===== config.mk =====
export PLATFORM = sky130hd
export DESIGN_NAME = instr_encoder_loader_flat
export DESIGN_NICKNAME = d
export VERILOG_FILES = /design/src/rtl/instr_encoder_loader_pkg.sv /design/src/rtl/instr_encoder_loader_if.sv /design/src/rtl/instr_encoder_loader_word_pack.sv /design/src/rtl/instr_encoder_loader.sv /design/src/flat_wrapper.sv
export SDC_FILE = /design/constraint.sdc
export NUM_CORES = 1
export LEC_CHECK = 0
export ABC_AREA = 1
export CAP_MARGIN = 10
export CORE_MARGIN = 3
export CORE_UTILIZATION = 40
export DETAILED_ROUTE_END_ITERATION = 6
export PLACE_DENSITY = 0.74
export RECOVER_POWER = 50
export REMOVE_ABC_BUFFERS = 1
export SYNTH_ARGS = -nofsm -noshare
export SYNTH_HDL_FRONTEND = slang
export SYNTH_SLANG_ARGS = --single-unit

===== constraint.sdc =====
create_clock -name clk -period 3.2 [get_ports clk]
set_input_delay 0.32 -clock clk [delete_from_list [all_inputs] [get_ports clk]]
set_output_delay 0.32 -clock clk [all_outputs]
set_load 0.02 [all_outputs]

===== src/rtl/instr_encoder_loader_pkg.sv =====
// Shared types for the RV32I instruction encoder/loader: request kinds,
// opcode constants common with main_decoder, and loader FSM states.
package instr_enc_pkg;

  localparam int unsigned WORD_W = 32;
  localparam int unsigned REG_W  = 5;

  typedef enum logic [2:0] {
    KIND_LW  = 3'd0,
    KIND_SW  = 3'd1,
    KIND_R   = 3'd2,
    KIND_BEQ = 3'd3,
    KIND_I   = 3'd4,
    KIND_JAL = 3'd5,
    KIND_LUI = 3'd6,
    KIND_ILL = 3'd7
  } kind_e;

  localparam logic [6:0] OPC_LOAD   = 7'b0000011;
  localparam logic [6:0] OPC_STORE  = 7'b0100011;
  localparam logic [6:0] OPC_RTYPE  = 7'b0110011;
  localparam logic [6:0] OPC_BRANCH = 7'b1100011;
  localparam logic [6:0] OPC_OPIMM  = 7'b0010011;
  localparam logic [6:0] OPC_JAL    = 7'b1101111;
  localparam logic [6:0] OPC_LUI    = 7'b0110111;

  typedef enum logic [1:0] {
    ST_IDLE = 2'd0,
    ST_RUN  = 2'd1,
    ST_DONE = 2'd2
  } state_e;

  typedef struct packed {
    kind_e              kind;
    logic [REG_W-1:0]   rd;
    logic [REG_W-1:0]   rs1;
    logic [REG_W-1:0]   rs2;
    logic [2:0]         funct3;
    logic               funct7b5;
    logic [WORD_W-1:0]  imm;
  } enc_req_t;

endpackage


===== src/rtl/instr_encoder_loader_if.sv =====
// Request handshake, instruction-memory write port and status of the loader.
interface instr_encoder_loader_if
  import instr_enc_pkg::*;
#(
  parameter int unsigned ADDR_W = 32,
  parameter int unsigned CNT_W  = 16
) ();

  logic              start;
  logic [ADDR_W-1:0] start_addr;
  logic              in_valid;
  logic              in_ready;
  kind_e             in_kind;
  logic [REG_W-1:0]  in_rd;
  logic [REG_W-1:0]  in_rs1;
  logic [REG_W-1:0]  in_rs2;
  logic [2:0]        in_funct3;
  logic              in_funct7b5;
  logic [WORD_W-1:0] in_imm;
  logic              in_last;
  logic              imem_we;
  logic [ADDR_W-1:0] imem_addr;
  logic [WORD_W-1:0] imem_wdata;
  logic              imem_ready;
  logic              busy;
  logic              done;
  logic [CNT_W-1:0]  wr_count;
  logic              err_illegal;

  modport slave (
    input  start, start_addr, in_valid, in_kind, in_rd, in_rs1, in_rs2,
           in_funct3, in_funct7b5, in_imm, in_last, imem_ready,
    output in_ready, imem_we, imem_addr, imem_wdata, busy, done,
           wr_count, err_illegal
  );

  modport master (
    output start, start_addr, in_valid, in_kind, in_rd, in_rs1, in_rs2,
           in_funct3, in_funct7b5, in_imm, in_last, imem_ready,
    input  in_ready, imem_we, imem_addr, imem_wdata, busy, done,
           wr_count, err_illegal
  );

endinterface


===== src/rtl/instr_encoder_loader_word_pack.sv =====
// Combinational RV32I word assembly from a symbolic request; flags
// unencodable requests (kind 7, odd branch/jump offsets).
module instr_word_pack
  import instr_enc_pkg::*;
(
  input  enc_req_t           req_i,
  output logic [WORD_W-1:0]  word_c_o,
  output logic               illegal_c_o
);

  logic [6:0]  f7;
  logic [31:0] imm;

  assign f7  = {1'b0, req_i.funct7b5, 5'b00000};
  assign imm = req_i.imm;

  always_comb begin
    word_c_o    = '0;
    illegal_c_o = 1'b0;
    case (req_i.kind)
      KIND_LW:  word_c_o = {imm[11:0], req_i.rs1, 3'b010, req_i.rd, OPC_LOAD};
      KIND_SW:  word_c_o = {imm[11:5], req_i.rs2, req_i.rs1, 3'b010, imm[4:0], OPC_STORE};
      KIND_R:   word_c_o = {f7, req_i.rs2, req_i.rs1, req_i.funct3, req_i.rd, OPC_RTYPE};
      KIND_BEQ: begin
        word_c_o    = {imm[12], imm[10:5], req_i.rs2, req_i.rs1, 3'b000,
                       imm[4:1], imm[11], OPC_BRANCH};
        illegal_c_o = imm[0];
      end
      KIND_I: begin
        // Shifts carry funct7 in the upper immediate bits
        if (req_i.funct3 == 3'b001 || req_i.funct3 == 3'b101) begin
          word_c_o = {f7, imm[4:0], req_i.rs1, req_i.funct3, req_i.rd, OPC_OPIMM};
        end else begin
          word_c_o = {imm[11:0], req_i.rs1, req_i.funct3, req_i.rd, OPC_OPIMM};
        end
      end
      KIND_JAL: begin
        word_c_o    = {imm[20], imm[10:1], imm[11], imm[19:12], req_i.rd, OPC_JAL};
        illegal_c_o = imm[0];
      end
      KIND_LUI: word_c_o = {imm[31:12], req_i.rd, OPC_LUI};
      default:  illegal_c_o = 1'b1;
    endcase
  end

endmodule


===== src/rtl/instr_encoder_loader.sv =====
// Program loader: accepts symbolic instruction requests, encodes them and
// writes the words to instruction memory at consecutive addresses.
module instr_encoder_loader
  import instr_enc_pkg::*;
#(
  parameter int unsigned ADDR_W = 32,
  parameter int unsigned CNT_W  = 16
) (
  input  logic                   clk,
  input  logic                   reset_n,
  instr_encoder_loader_if.slave  bus
);

  state_e            state_q, state_d;
  logic [ADDR_W-1:0] addr_q, addr_d;
  logic [WORD_W-1:0] wdata_q, wdata_d;
  logic              we_q, we_d;
  logic              wlast_q, wlast_d;
  logic              last_seen_q, last_seen_d;
  logic [CNT_W-1:0]  cnt_q, cnt_d;
  logic              err_q, err_d;

  enc_req_t          req;
  logic [WORD_W-1:0] word_c;
  logic              illegal_c;
  logic              in_ready_c;
  logic              accept_c;
  logic              write_done_c;

  always_comb begin
    req          = '0;
    req.kind     = bus.in_kind;
    req.rd       = bus.in_rd;
    req.rs1      = bus.in_rs1;
    req.rs2      = bus.in_rs2;
    req.funct3   = bus.in_funct3;
    req.funct7b5 = bus.in_funct7b5;
    req.imm      = bus.in_imm;
  end

  instr_word_pack u_pack (
    .req_i       (req),
    .word_c_o    (word_c),
    .illegal_c_o (illegal_c)
  );

  assign write_done_c = we_q && bus.imem_ready;
  assign in_ready_c   = (state_q == ST_RUN) && !last_seen_q && (!we_q || bus.imem_ready);
  assign accept_c     = bus.in_valid && in_ready_c;

  // Next-state: a draining write and a new accept may share one edge
  always_comb begin
    state_d     = state_q;
    addr_d      = addr_q;
    wdata_d     = wdata_q;
    we_d        = we_q;
    wlast_d     = wlast_q;
    last_seen_d = last_seen_q;
    cnt_d       = cnt_q;
    err_d       = err_q;
    case (state_q)
      ST_IDLE: begin
        if (bus.start) begin
          state_d     = ST_RUN;
          addr_d      = bus.start_addr & ~ADDR_W'(3);
          cnt_d       = '0;
          err_d       = 1'b0;
          last_seen_d = 1'b0;
          we_d        = 1'b0;
          wlast_d     = 1'b0;
        end
      end
      ST_RUN: begin
        if (write_done_c) begin
          we_d   = 1'b0;
          addr_d = addr_q + ADDR_W'(4);
          if (cnt_q != '1) cnt_d = cnt_q + CNT_W'(1);
          if (wlast_q) state_d = ST_DONE;
        end
        if (accept_c) begin
          last_seen_d = bus.in_last;
          if (illegal_c) begin
            err_d = 1'b1;
            if (bus.in_last) state_d = ST_DONE;
          end else begin
            we_d    = 1'b1;
            wdata_d = word_c;
            wlast_d = bus.in_last;
          end
        end
      end
      ST_DONE: state_d = ST_IDLE;
      default: state_d = ST_IDLE;
    endcase
  end

  always_ff @(posedge clk) begin
    if (!reset_n) begin
      state_q     <= ST_IDLE;
      addr_q      <= '0;
      wdata_q     <= '0;
      we_q        <= 1'b0;
      wlast_q     <= 1'b0;
      last_seen_q <= 1'b0;
      cnt_q       <= '0;
      err_q       <= 1'b0;
    end else begin
      state_q     <= state_d;
      addr_q      <= addr_d;
      wdata_q     <= wdata_d;
      we_q        <= we_d;
      wlast_q     <= wlast_d;
      last_seen_q <= last_seen_d;
      cnt_q       <= cnt_d;
      err_q       <= err_d;
    end
  end

  assign bus.in_ready    = in_ready_c;
  assign bus.imem_we     = we_q;
  assign bus.imem_addr   = addr_q;
  assign bus.imem_wdata  = wdata_q;
  assign bus.busy        = (state_q != ST_IDLE);
  assign bus.done        = (state_q == ST_DONE);
  assign bus.wr_count    = cnt_q;
  assign bus.err_illegal = err_q;

endmodule


===== src/flat_wrapper.sv =====
// flat-port wrapper written by rule: the top's interface ports become plain ports
module instr_encoder_loader_flat import instr_enc_pkg::*;
#(
  parameter int unsigned ADDR_W = 32,
  parameter int unsigned CNT_W  = 16
)
  (clk, reset_n, bus_start, bus_start_addr, bus_in_valid, bus_in_kind, bus_in_rd, bus_in_rs1, bus_in_rs2, bus_in_funct3, bus_in_funct7b5, bus_in_imm, bus_in_last, bus_imem_ready, bus_in_ready, bus_imem_we, bus_imem_addr, bus_imem_wdata, bus_busy, bus_done, bus_wr_count, bus_err_illegal);
  instr_encoder_loader_if #(.ADDR_W(ADDR_W), .CNT_W(CNT_W)) bus_i ();
  input  logic clk;
  input  logic reset_n;
  input wire logic [$bits(bus_i.start)-1:0] bus_start;
  input wire logic [$bits(bus_i.start_addr)-1:0] bus_start_addr;
  input wire logic [$bits(bus_i.in_valid)-1:0] bus_in_valid;
  input wire logic [$bits(bus_i.in_kind)-1:0] bus_in_kind;
  input wire logic [$bits(bus_i.in_rd)-1:0] bus_in_rd;
  input wire logic [$bits(bus_i.in_rs1)-1:0] bus_in_rs1;
  input wire logic [$bits(bus_i.in_rs2)-1:0] bus_in_rs2;
  input wire logic [$bits(bus_i.in_funct3)-1:0] bus_in_funct3;
  input wire logic [$bits(bus_i.in_funct7b5)-1:0] bus_in_funct7b5;
  input wire logic [$bits(bus_i.in_imm)-1:0] bus_in_imm;
  input wire logic [$bits(bus_i.in_last)-1:0] bus_in_last;
  input wire logic [$bits(bus_i.imem_ready)-1:0] bus_imem_ready;
  output wire logic [$bits(bus_i.in_ready)-1:0] bus_in_ready;
  output wire logic [$bits(bus_i.imem_we)-1:0] bus_imem_we;
  output wire logic [$bits(bus_i.imem_addr)-1:0] bus_imem_addr;
  output wire logic [$bits(bus_i.imem_wdata)-1:0] bus_imem_wdata;
  output wire logic [$bits(bus_i.busy)-1:0] bus_busy;
  output wire logic [$bits(bus_i.done)-1:0] bus_done;
  output wire logic [$bits(bus_i.wr_count)-1:0] bus_wr_count;
  output wire logic [$bits(bus_i.err_illegal)-1:0] bus_err_illegal;
  assign bus_i.start = bus_start;
  assign bus_i.start_addr = bus_start_addr;
  assign bus_i.in_valid = bus_in_valid;
  assign bus_i.in_kind = bus_in_kind;
  assign bus_i.in_rd = bus_in_rd;
  assign bus_i.in_rs1 = bus_in_rs1;
  assign bus_i.in_rs2 = bus_in_rs2;
  assign bus_i.in_funct3 = bus_in_funct3;
  assign bus_i.in_funct7b5 = bus_in_funct7b5;
  assign bus_i.in_imm = bus_in_imm;
  assign bus_i.in_last = bus_in_last;
  assign bus_i.imem_ready = bus_imem_ready;
  assign bus_in_ready = bus_i.in_ready;
  assign bus_imem_we = bus_i.imem_we;
  assign bus_imem_addr = bus_i.imem_addr;
  assign bus_imem_wdata = bus_i.imem_wdata;
  assign bus_busy = bus_i.busy;
  assign bus_done = bus_i.done;
  assign bus_wr_count = bus_i.wr_count;
  assign bus_err_illegal = bus_i.err_illegal;
  instr_encoder_loader #(.ADDR_W(ADDR_W), .CNT_W(CNT_W)) u_core (.clk(clk), .reset_n(reset_n), .bus(bus_i));
endmodule

# Yosys cells after proc, flatten, opt, wreduce, memory -nomap -nowiden
# Cells that the tools add are included.
[word_totals]
reg_bits = 86
inputBits = 92
output_inout_bits = 85
elab_cells = 79
[classes]
addsub = 2
eq_ne = 17
mux = 30
bitwise = 1
reduce_logical = 21
[ops]
columns = ["cell", "n"]
rows = [
  ["32-bit case mux with 7 select lines", 1],
  ["32-bit 2-to-1 mux", 3],
  ["32-bit case mux with 2 select lines", 1],
  ["16-bit 2-to-1 mux", 3],
  ["32-bit by 3-bit adder with 32-bit output (second input constant)", 1],
  ["16-bit case mux with 2 select lines", 1],
  ["16-bit by 1-bit adder with 16-bit output (second input constant)", 1],
  ["16-bit inequality test (second input constant)", 1],
  ["3-bit == test (second input constant)", 4],
  ["2-bit 2-to-1 mux", 6],
  ["4-bit AND reduction", 3],
  ["1-bit case mux with 2 select lines", 5],
  ["1-bit 2-to-1 mux", 9],
  ["3-bit AND reduction", 3],
  ["3-bit by 1-bit == test with 1-bit output (second input constant)", 2],
  ["3-bit by 2-bit == test with 1-bit output (second input constant)", 2],
  ["2-bit by 1-bit inequality test with 1-bit output (second input constant)", 3],
  ["2-bit inequality test (second input constant)", 3],
  ["5-bit OR reduction", 1],
  ["1-bit logical AND", 4],
  ["2-bit case mux with 2 select lines", 1],
  ["2-bit nonzero test", 2],
  ["3-bit logical NOT", 1],
  ["2-bit by 1-bit == test with 1-bit output (second input constant)", 1],
  ["7 further kinds", 9],
]

# Depth between registers and ports, before layout
# Gate-level depths: netlist of the first run.
[logic_depth]
ltp_word = 6
mapped_depth = 12
mapped_depth_nobuf = 10

# Hierarchy
# A second synthesis of the first run with hierarchy kept.
[hier_totals]
hier_cells = 923
area_unflattened_um2 = 5529.1
[modules_own_cells]
columns = ["module", "n_inst", "cells_per_inst", "area_each_um2", "seq_area_each_um2"]
rows = [
  ["instr_encoder_loader", 1, 748, 4692.0, 1681.6],
  ["instr_word_pack", 1, 175, 837.1, 0.0],
]

# Least setup slack after synthesis of the first run
# OpenSTA, ideal clock, no wires.
[synth_timing]
path_type = "register -> register"
from = "register u_core.cnt_q[0] (netlist: u_core.bus.wr_count[0])"
to = "register u_core.cnt_q[11] (netlist: u_core.bus.wr_count[11])"
setup_ps = 128
arrival_time_ps = 1603
path_slack_ps = 1469
stages_incl_launch_ff = 10
synth_period_minus_slack_ps = 1731
cell_sequence = "dfxtp_1 > ha_1 > nand2_1 > nor2_1 > nand4_1 > nand2_1 > buf_2 > nor2_1 > nor2_1 > nor2_1"
[synth_between]
elab_chain_len = 4
elab_cells_between_ends = 7
cone_classes = "add/sub: 1; eq/ne: 2; mux: 3; reduce/logical: 1"
[synth_rtl]
columns = ["element", "line", "rtl"]
rows = [
  ["from (decl)", "instr_encoder_loader.sv:20", "logic [CNT_W-1:0] cnt_q, cnt_d;"],
  ["from (signal assigned)", "instr_encoder_loader.sv:114", "cnt_q <= cnt_d;"],
  ["16-bit by 1-bit adder with 16-bit output", "instr_encoder_loader.sv:77", "if (cnt_q != '1) cnt_d = cnt_q + CNT_W'(1);"],
  ["16-bit 2-to-1 mux", "instr_encoder_loader.sv:77", ""],
  ["16-bit 2-to-1 mux", "instr_encoder_loader.sv:74", "if (write_done_c) begin"],
  ["16-bit case mux with 2 select lines", "instr_encoder_loader.sv:61", "case (state_q)"],
]
# Several ways; a longest one is shown, not always the timed one. The select of a mux whose other input is x is not followed.
# A chain may end at the register's enable or synchronous reset.

# Final worst setup path of the first run
[layout_timing]
from = "register u_core.state_q[0]"
to = "output port bus_in_ready"
[layout_between]
elab_chain_len = 3
[layout_rtl]
columns = ["element", "line", "rtl"]
rows = [
  ["from (decl)", "instr_encoder_loader.sv:14", "state_e state_q, state_d;"],
  ["from (signal assigned)", "instr_encoder_loader.sv:108", "state_q <= state_d;"],
  ["2-bit by 1-bit == test with 1-bit output", "instr_encoder_loader.sv:48", "assign in_ready_c = (state_q == ST_RUN) && !last_seen_q && (!we_q || bus.imem_ready);"],
  ["1-bit logical AND (2 in series)", "instr_encoder_loader.sv:48", ""],
  ["to (decl)", "flat_wrapper.sv:23", "output wire logic [$bits(bus_i.in_ready)-1:0] bus_in_ready;"],
]
# Every way passes these cells.

==> results.ini, run 1 <==
[outcome]
status = completed

[synthesis]
ys_warn_count = 0
synth_area_sq_mm = 0.005492
async_reset_ff_frac = 0
synth_area_leaders = dfxtp_1 (30%), nand2_1 (19%), nor2_1 (10%), a21oi_1 (7.0%), inv_1 (6.6%)
yosys-top-cells-count = nand2_1 (273), nor2_1 (152), inv_1 (96)
yosysSeqAreaShare = 0.3026
ys.flop_type = dfxtp_1
synthCells = 931
synth_most_common_cell = nand2_1
synth_area_per_cell_sq_um = 5.899
ys_seq_elements = 83
yosysTopAreaCell = dfxtp_1
synth_edf_count = 0
synth_cell_types = 41
yosysTopAreaCellShare = 0.3026

[job]
drv_cap = 0

[place]
port_buffers = 172
place.detailed.hpwl_mm = 12.91
gp_congestion = 0.9555
dpl_cell_area_sq_mm = 0.007345

[grt]
antenna_found_initial = 0
grt_first_pass_wirelength_mm = 28.22
grt_overflow_total = 0
track_usage = 0.2325
grt_pass1_vias = 5815
grt_max_degree = 42

[setup_path]
crit_path_end_kind = output port
slowest_stage = clkdlybuf4s50_1
crit_buf_inv = 1
path_class = register to output port
cp.arrival_ns = 2.07
cp_max_fo = 26
startpoint_type = register
max_stage_delay_ns = 0.64
worstRegToRegCells = 8
cp.required_ns = 2.88
critical_path.top_delay_family = simple AND/OR/NAND/NOR gates
worstSetupPathDepth = 3
cp_cell_sequence = nand2_2, nor3_1, clkdlybuf4s50_1

[drt]
drt_iter0_drc = 514
detail_route.first_pass.iterations = 7
postRouteAntennaNets = 0
wl_mm = 17.54
drc_errors = 0
vias = 6430
vias_per_cell = 5.071
wl_per_cell_um = 13.83

[timing]
min_period_ns = 2.387
fin_crit_sh = 0.7459
whs_ns = 0.4551
hold_violations = 0
fmax_mhz = 419.0
slew_violations = 0
final.setup.tns_ns = 0
tightest_slew_ns = 0.8639
setup-violations-final = 0
skew_ns = 0.006022
rsz0062_at_grt = no
relSlewSlack = 0.4232

[floorplanning]
start_util = 0.4114
ioPinCount = 177
fp.dieW_um = 123.2
die_area_sq_mm = 0.01517
core_sq_mm = 0.01335
fp-row-count = 42
die_h_um = 123.2

[clock_tree]
htree_levels = 3
cts_buffers = 9
clk_pin_slew_ns = 0.07
post_cts_buffers = 0
cts-root-buf = clkbuf_16
hold_buffers = 0
cts_resized = 0
cts_buffer_depth = 2
tritoncts = done
cts.sinks = 83
insertion_delay_ns = 0.35

[worst_hold_path]
min_path_type = register to register
whs_path_depth = 2

[pwr]
powerDensity_mw_per_mm2 = 394.4
power.leakage_nw = 3.232
max-vdd-ir-drop_uv = 212.3

[cells_and_area]
drive_above_1_share = 0.05678
design_area_sq_mm = 0.007696
nets = 1181
n_antenna_cell = 0
areaGrowthSynthToFinish_pct = 40.15

[final cells by class]
type / count / area [sq um]
well taps: 176 / 220.2
inverters: 105 / 396.6
fillers: 1357 / 5652
clock inverters: 6 / 112.6
flip-flops and latches: 83 / 1662
repair buffers: 182 / 1822
multi-input cells: 706 / 3244
clock buffers: 10 / 239.0
[layer usage]
metal / routed length [um] / up-vias / track usage
li1: - / 3280 / -
met1: 7747 / 2859 / 0.2954
met2: 8014 / 266 / 0.3819
met3: 1443 / 25 / 0.05855
met4: 334 / 0 / 0.08374
met5: 0 / - / 0
[cell usage in the layout, fill, tap and decap left out, drive strengths merged, types with 11 or more instances in the layout]
master	count
a21boi	13
nand3	64
dfxtp	83
nor3	11
dlygate4sd3	83
o21ai	46
nand4	12
a21oi	88
nor2	154
clkdlybuf4s50	89
nand2	285
inv	104
[metrics by stage]
stage	utilization	setup slack [ns]	std cells	power, mW
2_1_floorplan	-	0.8180	894	1.497
3_3_place_gp	0.5502	0.6668	1252	1.829
3_5_place_dp	0.5502	0.6499	1252	1.835
4_1_cts	0.5766	0.7805	1268	3.067
5_1_grt	0.5766	0.6405	1268	3.167
6_report	0.5766	0.8132	1268	3.035
[final timing paths]
| kind | slack, ns | startpoint | end |
|---|---|---|---|
| setup / recovery | 0.81 | u_core.state_q[0] | bus_in_ready |
| hold / removal | 0.46 | u_core.bus.imem_wdata[8] | u_core.bus.imem_wdata[8] |
| setup reg to reg | 0.95 | u_core.state_q[0] | u_core.bus.wr_count[3] |
| hold reg to reg | 0.46 | u_core.bus.imem_wdata[8] | u_core.bus.imem_wdata[8] |
[sequential cells by signal (all words and copies together) (netlist names)]
| signal | cells |
|---|---|
| u_core.bus.imem_wdata | 31 |
| u_core.bus.imem_we | 1 |
| u_core.bus.imem_addr | 30 |
| u_core.bus.err_illegal | 1 |
| u_core.bus.wr_count | 16 |
| u_core.last_seen_q | 1 |
| u_core.state_q | 2 |
| u_core.wlast_q | 1 |
[power by group]
part	internal, mW	switching [mW]
combinational	0.282	0.364
clock	0.786	0.455
sequential	1.09	0.0646
[worst min-delay path: stages (launching register included)]
cell     delay, ns
dfxtp_1       0.31
nand2_1       0.05
a21oi_1       0.05
[kinds of logic after synthesis]
| family | share of synthesized area |
|---|---|
| flip-flops | 0.3026 |
| adder cells (fa/ha/maj) | 0.004556 |
| buffers and inverters | 0.1073 |
| other | 0.0006829 |
| AND/OR/NAND/NOR | 0.3994 |
| AO/OA/AOI/OAI | 0.1759 |
| XOR/XNOR | 0.009569 |
(Power assumes the default switching activity.)
==> inputs of run 2 (changes only) <==
PLACE_DENSITY = 0.77   (was 0.74)
clock period = 2.1 ns   (was 3.2 ns; I/O delays follow)
==> run 2 against run 1 <==
Final cell count is 1.9% higher. Critical path depth is 1 higher. Worst setup slack worse by 0.70 ns. Critical path type unchanged. Critical endpoint unchanged.
==> results.ini, run 2 (same netlist as run 1, synthesis figures left out) <==
[floorplanning]
start_util = 0.4114  ; unchanged
die_area_sq_mm = 0.01517  ; unchanged
fp-row-count = 42  ; unchanged
die_h_um = 123.2  ; unchanged
fp.dieW_um = 123.2  ; unchanged
ioPinCount = 177  ; unchanged
core_sq_mm = 0.01335  ; unchanged

[clock_tree]
insertion_delay_ns = 0.35  ; about the same
cts_buffer_depth = 2  ; unchanged
cts_buffers = 9  ; unchanged
tritoncts = done
cts.sinks = 83  ; unchanged
clk_pin_slew_ns = 0.06  ; about the same
htree_levels = 3  ; unchanged
post_cts_buffers = 0  ; unchanged
hold_buffers = 0  ; unchanged
cts-root-buf = clkbuf_16

[drt]
postRouteAntennaNets = 0  ; unchanged
detail_route.first_pass.iterations = 5  ; -2
dr_wl_met2_mm = 8.368  ; +4.4%
vias_per_cell = 5.083  ; +0.23%
vias = 6567  ; +2.1%
drt-met1-wl_mm = 7.499  ; -3.2%
wl_mm = 17.98  ; +2.5%
drt_iter0_drc = 484  ; -5.8%
drc_errors = 0  ; unchanged
wl_met3_mm = 1.753  ; +21%
wl_per_cell_um = 13.91  ; +0.59%
top_layer = met4

[setup_path]
startpoint_type = register
cp_max_fo = 6  ; -77%
cp.arrival_ns = 1.78  ; -0.29 ns
crit_path_end_kind = output port
cp.required_ns = 1.89  ; -0.99 ns
path_class = register to output port

[timing]
fin_crit_sh = 0.9481
slew_violations = 0  ; unchanged
fmax_mhz = 502.3
tightest_slew_ns = 0.5377  ; -0.3262 ns
rsz0062_at_grt = no
hold_violations = 0  ; unchanged
relSlewSlack = 0.6411  ; +0.2179
skew_ns = 0.006553  ; +0.0005313 ns
final.setup.tns_ns = 0  ; unchanged
setup-violations-final = 0  ; unchanged
min_period_ns = 1.991

[pwr]
power_frac_comb = 0.239  ; +0.026
p_seq_frac = 0.401  ; +0.022
p_int_mw = 2.970  ; +38%
powerDensity_mw_per_mm2 = 554.9  ; +41%
clockPowerShare = 0.360  ; -0.049
p_sw_mw = 1.380  ; +56%
max-vdd-ir-drop_uv = 301.2  ; +42%
sw_frac_of_total = 0.3172  ; +0.02629
power.leakage_nw = 3.287  ; +1.7%

[place]
placedCellCount = 1276  ; +1.9%
port_buffers = 172  ; unchanged
gp_congestion = 0.9565  ; +0.10%
dpl_cell_area_sq_mm = 0.007550  ; +2.8%
place.detailed.hpwl_mm = 13.58  ; +5.1%

[cells_and_area]
final_common_cell = nand2_1
most-common-layout-cells = nand2_1 (273), nor2_1 (151), clkdlybuf4s50_1 (100)
fin_util = 0.5872  ; +0.01059
n_antenna_cell = 0  ; unchanged
drive_above_1_share = 0.07706  ; +0.02028
largest_reg_flops = 31  ; unchanged
nets = 1205  ; +2.0%
areaGrowthSynthToFinish_pct = 42.72
design_area_sq_mm = 0.007838  ; +1.8%
final_cells = 1292  ; +1.9%
fill_cells = 1324  ; -2.4%

[grt]
grt_max_degree = 36  ; -14%
track_usage = 0.2360  ; +0.003490
grt_overflow_total = 0  ; unchanged
grt_pass1_vias = 6157  ; +5.9%
grt_first_pass_wirelength_mm = 28.84  ; +2.2%
antenna_found_initial = 0  ; unchanged

[worst_hold_path]
min_path_type = input port to register

[job]
drv_cap = 0  ; unchanged

[outcome]
status = completed

## run 2: routing by layer
layer / vias to the layer above / GRT usage
met5: - / 0
met1: 2938 / 0.2810
met2: 263 / 0.3996
met4: 0 / 0.08512
li1: 3336 / -
met3: 30 / 0.07365
## run 2: power groups by stage
stage | logic, mW | clock network [mW] | registers, mW
2_1_floorplan | 0.427 | 0 | 1.85
3_3_place_gp | 1.05 | 0 | 1.78
3_5_place_dp | 1.06 | 0 | 1.78
4_1_cts | 1.07 | 1.59 | 1.74
5_1_grt | 1.14 | 1.66 | 1.76
6_report | 1.04 | 1.56 | 1.74
## run 2: final timing paths
path,to,slack [ns],startpoint,cells past startpoint
setup / recovery,bus_in_ready,0.11,u_core.state_q[1],4
setup reg to reg,u_core.bus.imem_addr[31],0.24,u_core.state_q[1],9
hold / removal,u_core.bus.imem_addr[2],0.44,bus_start_addr[2],3
hold reg to reg,u_core.bus.imem_wdata[6],0.46,u_core.bus.imem_wdata[6],2
## run 2: timing repair
item / 4_1_cts / 5_1_grt
endpoints found under the setup margin: 0 / 1
hold endpoints to repair: 0 / 0
resized for setup: 0 / 1
## run 2: worst max-delay path, cell delays in order (launching register included)
cell and delay [ns]:
dfxtp_1 0.30, inv_1 0.12, nand2_2 0.11, nor3_1 0.25, clkdlybuf4s50_1 0.65
## run 2: layout make-up
cell class | count | area (sq um) | area share
clock buffers | 10 | 239.0 | 0.03049
clock inverters | 6 | 48.80 | 0.006226
inverters | 105 | 396.6 | 0.05061
multi-input cells | 706 | 3247 | 0.4143
flip-flops and latches | 83 | 1662 | 0.2120
well taps | 176 | 220.2 | 0.02810
repair buffers | 206 | 2024 | 0.2583
## run 2: per-stage QoR
step | setup WS [ns] | total power [mW] | hold slack (ns)
after floorplan | -0.2820 | 2.282 | 0.3076
after global routing | 0.01384 | 4.555 | 0.4418
after detailed placement | 0.04579 | 2.842 | 0.4514
after global placement | 0.1197 | 2.829 | 0.4485
after CTS | 0.08691 | 4.407 | 0.4293
final | 0.1090 | 4.349 | 0.4395
==> inputs of run 3 (changes only) <==
CORE_UTILIZATION = 38   (was 40)
PLACE_DENSITY = 0.74   (was 0.77)
clock period = 1.75 ns   (was 2.1 ns; I/O delays follow)
==> run 3 against run 2 <==
Sequential cell count did not move. Global-route usage fell by 0.19 points. Critical path depth fell by 3. Count of clock-buffer cells in the layout fell by 1. Largest cell class unchanged. Sequential share of layout area fell by 0.99 points.
==> results.ini, run 3 (same netlist as run 1, synthesis figures left out) <==
[clock_tree]
clk_pin_slew_ns = 0.06  ; about the same
cts.sinks = 83  ; unchanged
cts-root-buf = clkbuf_16
tritoncts = done
insertion_delay_ns = 0.35  ; about the same
cts_buffers = 9  ; unchanged
cts_buffer_depth = 2  ; unchanged
post_cts_buffers = 0  ; unchanged
htree_levels = 3  ; unchanged

[floorplanning]
ioPinCount = 177  ; unchanged
fp.dieW_um = 126.2  ; +2.5%
die_h_um = 126.2  ; +2.5%
fp-row-count = 43  ; +2.4%
die_area_sq_mm = 0.01593  ; +5.0%
start_util = 0.3926  ; -0.01884
core_sq_mm = 0.01399  ; +4.8%

[drt]
vias_per_cell = 5.002  ; -1.6%
wl_mm = 18.38  ; +2.2%
wl_per_cell_um = 13.77  ; -1.1%
drc_errors = 0  ; unchanged
drt_iter0_drc = 424  ; -12%
vias = 6678  ; +1.7%
postRouteAntennaNets = 0  ; unchanged
detail_route.first_pass.iterations = 6  ; +1

[cells_and_area]
final_common_cell = nand2_1
n_antenna_cell = 0  ; unchanged
final_cells = 1335  ; +3.3%
areaGrowthSynthToFinish_pct = 49.83
most-common-layout-cells = nand2_1 (275), nor2_1 (148), clkdlybuf4s50_1 (123)
nets = 1244  ; +3.2%
drive_above_1_share = 0.1056  ; +0.02857
largest_reg_flops = 31  ; unchanged

[setup_path]
r2r-end = u_core.bus.imem_addr[21]
r2r_setup_slack_ns = 0.18  ; -0.06 ns
path_class = register to output port
startpoint = u_core.bus.imem_addr[14]
startpoint_type = register
cp_cell_sequence = dlygate4sd3_1
r2r_start = u_core.bus.imem_addr[3]
crit_buf_inv = 1  ; -1
critical_path.top_delay_family = buffers and inverters
slowest_stage = dlygate4sd3_1
worstRegToRegCells = 10  ; +1
cp.required_ns = 1.57  ; -0.32 ns
max_stage_delay_ns = 0.71  ; +0.06 ns
cp_max_fo = 5  ; -1
cp.arrival_ns = 1.49  ; -0.29 ns
crit_path_end_kind = output port

[worst_hold_path]
min_from = bus_start_addr[2]
min_path_type = input port to register
whs_endpoint = u_core.bus.imem_addr[2]
whs_path_depth = 3  ; unchanged

[grt]
grt_overflow_total = 0  ; unchanged
grt_pass1_vias = 6421  ; +4.3%
track_usage = 0.2341  ; -0.001857
grt_first_pass_wirelength_mm = 30.94  ; +7.3%
grt_max_degree = 42  ; +17%
antenna_found_initial = 0  ; unchanged

[place]
port_buffers = 172  ; unchanged
placedCellCount = 1319  ; +3.4%
gp_congestion = 0.9751  ; +1.9%
place.detailed.hpwl_mm = 14.06  ; +3.6%
place_ws_ns = -0.1520  ; -0.1977 ns

[pwr]
p_int_mw = 3.929  ; +32%
sw_frac_of_total = 0.2994  ; -0.01781
power.leakage_nw = 3.468  ; +5.5%
max-vdd-ir-drop_uv = 483.7  ; +61%
p_seq_frac = 0.371  ; -0.030
powerDensity_mw_per_mm2 = 681.6  ; +23%
p_sw_mw = 1.679  ; +22%
clockPowerShare = 0.382  ; +0.022
power_frac_comb = 0.247  ; +0.008

[timing]
slew_violations = 0  ; unchanged
min_period_ns = 1.664
fmax_mhz = 600.8
hold_violations = 0  ; unchanged
skew_ns = 0.007446  ; +0.0008926 ns
rsz0062_at_grt = no
setup-violations-final = 0  ; unchanged
fin_crit_sh = 0.9511
setup_ws_ns = 0.08561  ; -0.02341 ns

[outcome]
status = completed

[job]
drv_cap = 0  ; unchanged

run 3: changes by cell type in the layout (fill, tap and decap cells not counted), moves of 3 or more:
cell	previous run	this run
buf_4	29	62
buf_12	4	9
clkdlybuf4s50_1	100	123
a21oi_1	77	83
dlygate4sd3_1	72	46
a21oi_2	10	4
clkinvlp_4	3	0
nor2_2	1	4
nor2_1	151	148
run 3: power groups by stage:
| stage | Clock [mW] | Sequential (mW) | Combinational, mW |
|---|---|---|---|
| floorplan | 0 | 2.23 | 0.513 |
| global placement | 0 | 2.12 | 1.39 |
| detailed placement | 0 | 2.12 | 1.40 |
| CTS | 2.19 | 2.08 | 1.40 |
| global route | 2.27 | 2.09 | 1.52 |
| finish | 2.14 | 2.08 | 1.39 |
run 3: stage by stage:
step,hold WS (ns),instance area [sq um],total power [mW],utilization,setup TNS [ns]
floorplan,0.2726,5303,2.738,-,-16.38
global placement,0.4467,7910,3.508,0.5655,-1.998
detailed placement,0.4531,7910,3.522,0.5655,-3.208
CTS,0.3928,8238,5.677,0.5889,0
global route,0.4120,8228,5.883,0.5882,0
finish,0.4005,8228,5.608,0.5882,0
run 3: final cells by class:
| type | count | area (sq um) |
|---|---|---|
| clock buffers | 9 | 225.2 |
| clock inverters | 7 | 106.4 |
| fillers | 1372 | 5761 |
| inverters | 105 | 396.6 |
| multi-input cells | 706 | 3232 |
| flip-flops and latches | 83 | 1663 |
| well taps | 180 | 225.2 |
| repair buffers | 245 | 2380 |
run 3: how the worst max path moves through the flow:
stage,endpoint,cells past startpoint
floorplan,u_core.bus.wr_count[3],8
global placement,u_core.bus.imem_wdata[20],10
detailed placement,u_core.bus.imem_wdata[20],10
CTS,bus_in_ready,4
global route,u_core.bus.imem_addr[22],9
finish,bus_imem_addr[14],1
run 3: routing by layer:
layer | part of all wire | global-route usage | up-vias
met3 | 0.080 | 0.05259 | 26
met2 | 0.47 | 0.3937 | 269
li1 | - | - | 3407
met5 | 0 | 0 | -
met1 | 0.43 | 0.2956 | 2976
met4 | 0.020 | 0.08139 | 0
run 3: repair_timing:
item	in CTS	in global routing
setup endpoints to repair	3	21
hold buffers	0	0
resized for setup	3	10
